<file path="src/rtl/mul_sched.sv">
// Round-robin scheduler sharing one external 32x32 signed multiplier between two requesters.
// Holds operands for LAT cycles, samples the product and returns the selected half over valid/ready.
module mul_sched #(
    parameter int unsigned LAT = 6
) (
    input  logic        clk,
    input  logic        rst_n,
    input  logic        req0_valid,
    output logic        req0_ready,
    input  logic [31:0] req0_a,
    input  logic [31:0] req0_b,
    input  logic        req0_hi,
    input  logic        req1_valid,
    output logic        req1_ready,
    input  logic [31:0] req1_a,
    input  logic [31:0] req1_b,
    input  logic        req1_hi,
    output logic [31:0] mul_a,
    output logic [31:0] mul_b,
    input  logic [63:0] mul_c,
    output logic        rsp_valid,
    input  logic        rsp_ready,
    output logic        rsp_id,
    output logic [31:0] rsp_data,
    output logic        busy,
    output logic [15:0] op_count
);
    typedef enum logic [1:0] {IDLE, WAIT, RESP} state_t;

    localparam logic [3:0] CNT_INIT = 4'(LAT - 1);

    state_t     state, state_nx;
    logic [3:0] cnt;
    logic       last;
    logic       id_q;
    logic       hi_q;
    logic       grant0, grant1;
    logic       accept;
    logic       retire;

    // last names the previous winner; on contention the other requester goes next
    always_comb begin
        grant0 = req0_valid & (~req1_valid | last);
        grant1 = req1_valid & (~req0_valid | ~last);
    end

    assign req0_ready = (state == IDLE) & grant0;
    assign req1_ready = (state == IDLE) & grant1;
    assign accept     = (req0_valid & req0_ready) | (req1_valid & req1_ready);
    assign retire     = (state == RESP) & rsp_ready;
    assign busy       = (state != IDLE);

    always_ff @(posedge clk or negedge rst_n) begin
        if (!rst_n) state <= IDLE;
        else        state <= state_nx;
    end

    always_comb begin
        state_nx = state;
        case (state)
            IDLE:    if (accept)      state_nx = WAIT;
            WAIT:    if (cnt == 4'd0) state_nx = RESP;
            RESP:    if (rsp_ready)   state_nx = IDLE;
            default:                  state_nx = IDLE;
        endcase
    end

    always_ff @(posedge clk or negedge rst_n) begin
        if (!rst_n) begin
            cnt       <= 4'd0;
            last      <= 1'b1;
            id_q      <= 1'b0;
            hi_q      <= 1'b0;
            mul_a     <= 32'd0;
            mul_b     <= 32'd0;
            rsp_valid <= 1'b0;
            rsp_id    <= 1'b0;
            rsp_data  <= 32'd0;
            op_count  <= 16'd0;
        end else begin
            case (state)
                IDLE: begin
                    if (accept) begin
                        mul_a <= req1_ready ? req1_a  : req0_a;
                        mul_b <= req1_ready ? req1_b  : req0_b;
                        hi_q  <= req1_ready ? req1_hi : req0_hi;
                        id_q  <= req1_ready;
                        last  <= req1_ready;
                        cnt   <= CNT_INIT;
                    end
                end
                WAIT: begin
                    if (cnt != 4'd0) begin
                        cnt <= cnt - 4'd1;
                    end else begin
                        rsp_data  <= hi_q ? mul_c[63:32] : mul_c[31:0];
                        rsp_id    <= id_q;
                        rsp_valid <= 1'b1;
                    end
                end
                RESP: begin
                    if (retire) begin
                        rsp_valid <= 1'b0;
                        op_count  <= op_count + 16'd1;
                    end
                end
                default: ;
            endcase
        end
    end
endmodule

</file>
<file path="config.mk">
export PLATFORM = sky130hd
export DESIGN_NAME = mul_sched
export DESIGN_NICKNAME = d
export VERILOG_FILES = /design/src/rtl/mul_sched.sv
export SDC_FILE = /design/constraint.sdc
export NUM_CORES = 1
export LEC_CHECK = 0
export CAP_MARGIN = 15
export CORE_UTILIZATION = 39
export CTS_CLUSTER_SIZE = 8
export DETAILED_ROUTE_END_ITERATION = 7
export GPL_TIMING_DRIVEN = 1
export PLACE_DENSITY = 0.84
export SLEW_MARGIN = 10
export SYNTH_ARGS = -nofsm -noshare
export SYNTH_HDL_FRONTEND = slang
export SYNTH_SLANG_ARGS = --single-unit
export TNS_END_PERCENT = 1
</file>
<file path="constraint.sdc">
create_clock -name clk -period 2.5 [get_ports clk]
set_input_delay 0.5 -clock clk [delete_from_list [all_inputs] [get_ports clk]]
set_output_delay 0.5 -clock clk [all_outputs]
set_load 0.05 [all_outputs]
</file>
==> reports/results.tsv <==
stage	metric	value	unit
run_status	outcome	finished clean	
setup_path	Cell Chain, Critical Path	nor2_2 > inv_2 > clkdlybuf4s50_1	
sta	final setup vio count	0	
place	I/O Buffers	315	
grt	antenna violations before repair	0	
logic_synthesis	post-synthesis register bit count	123	
floorplanning	Initial Utilization	40.54	%
route	Avg WL per Cell	15.99	µm
setup_path	Critical Path Fanout Max	2	
sta	relative slew slack	43.51	%
route	DR vias	5465	
run	Max-Cap Viols	0	
sta	Worst Skew	7.100	ps
setup_path	Worst setup startpoint	state[1]$_DFFE_PN0P_	
clocking	number of setup buffers added after CTS	0	
floorplanning	Die X	122.8	µm
floorplanning	core area	14040	µm²
clocking	H-tree levels	4	
route	starting DRC count in detailed routing	313	
sta	RSZ-0062 raised after global routing	false	
sta	min cycle time layout	2221	ps
clocking	cts hold-fix bufs	0	
logic_synthesis	share of the synthesized area in the top cell type	53.63	%
route	drt first pass iters	4	
sta	max-slew violation count	0	
logic_synthesis	Mapped Area	5693	µm²
clocking	CTS root buffer	clkbuf_16	
finish	nets@finish	1109	
sta	endpoints failing hold	0	
finish	cell area after layout	9487	µm²
logic_synthesis	Synth cell types	41	
power	Max VDD drop	0.7423	mV
hold_path	HP Class	input port to asynchronous set/reset pin	
route	met1 WL	6435	µm
power	static leakage	4.052	nW
sta	worst slew pin tran	847.4	ps
clocking	TritonCTS clock tree	yes	
setup_path	R2R depth	7	
place	routability congestion estimate	0.7842	
clocking	post-CTS sizing	0	
clocking	clock-pin slew on the worst setup and hold paths	50	ps
grt	Overflow after GRT	0	
logic_synthesis	Ys Warns	0	
clocking	worst skew pair latency	400	ps
route	via/cell ratio	4.968	
route	Total Wirelength	17590	µm
grt	first-pass GRT wire length	26970	µm
sta	Max Clk Rate	0.4502	GHz
setup_path	crit path DAT	1720	ps
clocking	CTS Buf Count	17	
setup_path	crit path kind	flop to output port	
finish	commonest non-fill, non-tap cells in the layout	clkdlybuf4s50_1, nand2_1, dfrtp_1	
setup_path	crit path launch type	flop	
setup_path	element type at the critical path end	output port	
setup_path	origin of the critical flop-to-flop path	cnt[0]$_DFFE_PN0P_	
logic_synthesis	Syn Inst Count	607	
route	met3 wire len	1709	µm
clocking	clk sinks	123	
logic_synthesis	synth top area cells	dfrtp_1, nand2_1, a31oi_1	
logic_synthesis	Mean Syn Cell Area	9.379	µm²
grt	Total Routing Usage GR	23.71	%
floorplanning	Die H	122.8	µm
clocking	Max Root-Sink Buffers	2	
route	Met2 Wirelength	9014	µm
finish	layout cells sized above 1	6.413	%
floorplanning	# IOs	316	
logic_synthesis	Seq/Total Area, Yosys	54.09	%
logic_synthesis	asr flop ratio synth	100.0	%
sta	post-route clock period utilization	88.86	%
sta	Hold Slack	184.4	ps
logic_synthesis	Syn Nets	808	
grt	vias in the first global route	5401	
setup_path	CP max stage delay	820	ps
logic_synthesis	dominant cell type by area after synthesis	dfrtp_1	
finish	commonest non-fill, non-tap cell in the layout	clkdlybuf4s50_1	
setup_path	slowest CP cell	clkdlybuf4s50_1	
floorplanning	Row Count	43	
floorplanning	Die ar.	15080	µm²
sta	setup TNS	0	ps
power	power density cells	1315	nW/µm²
route	drt drc	0	
route	Top Metal Used	met4	
logic_synthesis	Synth Flop Type	dfrtp_1	
place	cell area after placement	8962	µm²
grt	pin count of the biggest net entering global routing	124	
setup_path	worst path required time	2000	ps
place	detailed placement HPWL	12810	µm
route	post-route ant nets	0	
finish	diodes inserted	0	
logic_synthesis	Post-synth EDFFs	0	
finish	Layout area overhead	66.64	%
-- power breakdown --
part	internal (mW)	switching [mW]
sequential	2.85	0.598
clock	1.33	0.828
combinational	2.49	4.38
-- final timing paths --
kind                       slack (ps)                  endpoint
setup reg to reg                  560  rsp_data[19]$_DFFE_PN0P_
hold reg to reg                   470          last$_DFFE_PN1P_
max in group asynchronous        1780          hi_q$_DFFE_PN0P_
min in group clk                  470          last$_DFFE_PN1P_
setup / recovery                  280                      busy
hold / removal                    180     mul_a[29]$_DFFE_PN0P_
-- cells by family (layout without fill, tap and decap cells) --
| group | count (synthesis) | after routing | share of synthesized area, % |
|---|---|---|---|
| xor gates and xnor gates | 16 | 16 | 2.461 |
| adders and majority gates | 2 | 2 | 0.4395 |
| and+or+nand+nor | 277 | 277 | 20.79 |
| buffers and inverters | 49 | 362 | 5.077 |
| muxes | 35 | 35 | 6.220 |
| AOI/OAI and AO/OA | 105 | 105 | 10.92 |
| DFF | 123 | 123 | 54.09 |
-- layer usage --
| metal | up-vias | GRT usage, % |
|---|---|---|
| li1 | 2647 | - |
| met4 | 0 | 9.985 |
| met1 | 2566 | 25.50 |
| met5 | - | 0 |
| met2 | 222 | 41.99 |
| met3 | 30 | 8.271 |
-- metrics by stage --
step	setup WS (ps)	instances	total power, mW	utilization, %
floorplan	488.2	607	7.950	-
global placement	289.4	1069	10.27	63.82
detailed placement	246.6	1069	10.38	63.82
CTS	247.7	1100	12.60	67.56
global route	205.6	1100	13.17	67.56
finish	278.6	1100	12.48	67.56
-- registers in the layout, indices dropped and copies added, names as in the netlist --
signal	flops
cnt	4
mul_b	32
rsp_id	1
op_count	16
hi_q	1
rsp_valid	1
rsp_data	32
state	2
last	1
id_q	1
mul_a	32
-- synthesized netlist by cell type, drive strengths merged (2+ instances only) --
library cell and n:
a31oi 65, nand2 142, buf 34, xor2 6, and3 2, inv 6, nor3b 4, xnor2 10
nor4 2, nor3 3, or2 2, nor2 110, ha 2, mux2i 32, clkbuf 9, dfrtp 122
a21oi 34, mux2 3, nand3 7
-- area by class of cell --
type	instances	area (µm²)
fillers	1087	4556
repair buffers	325	3308
flip-flops and latches	123	3080
multi-input cells	435	2326
clock buffers	24	481.7
well taps	180	225.2
clock inverters	7	42.54
inverters	6	22.52
-- worst max-delay path, delay by kind of cell (launching register included) --
family,cells,cell delay (ps)
buffers and inverters,2,890
flip-flops,1,370
AND/OR/NAND/NOR,1,50
Power figures use the tool's default switching activity.
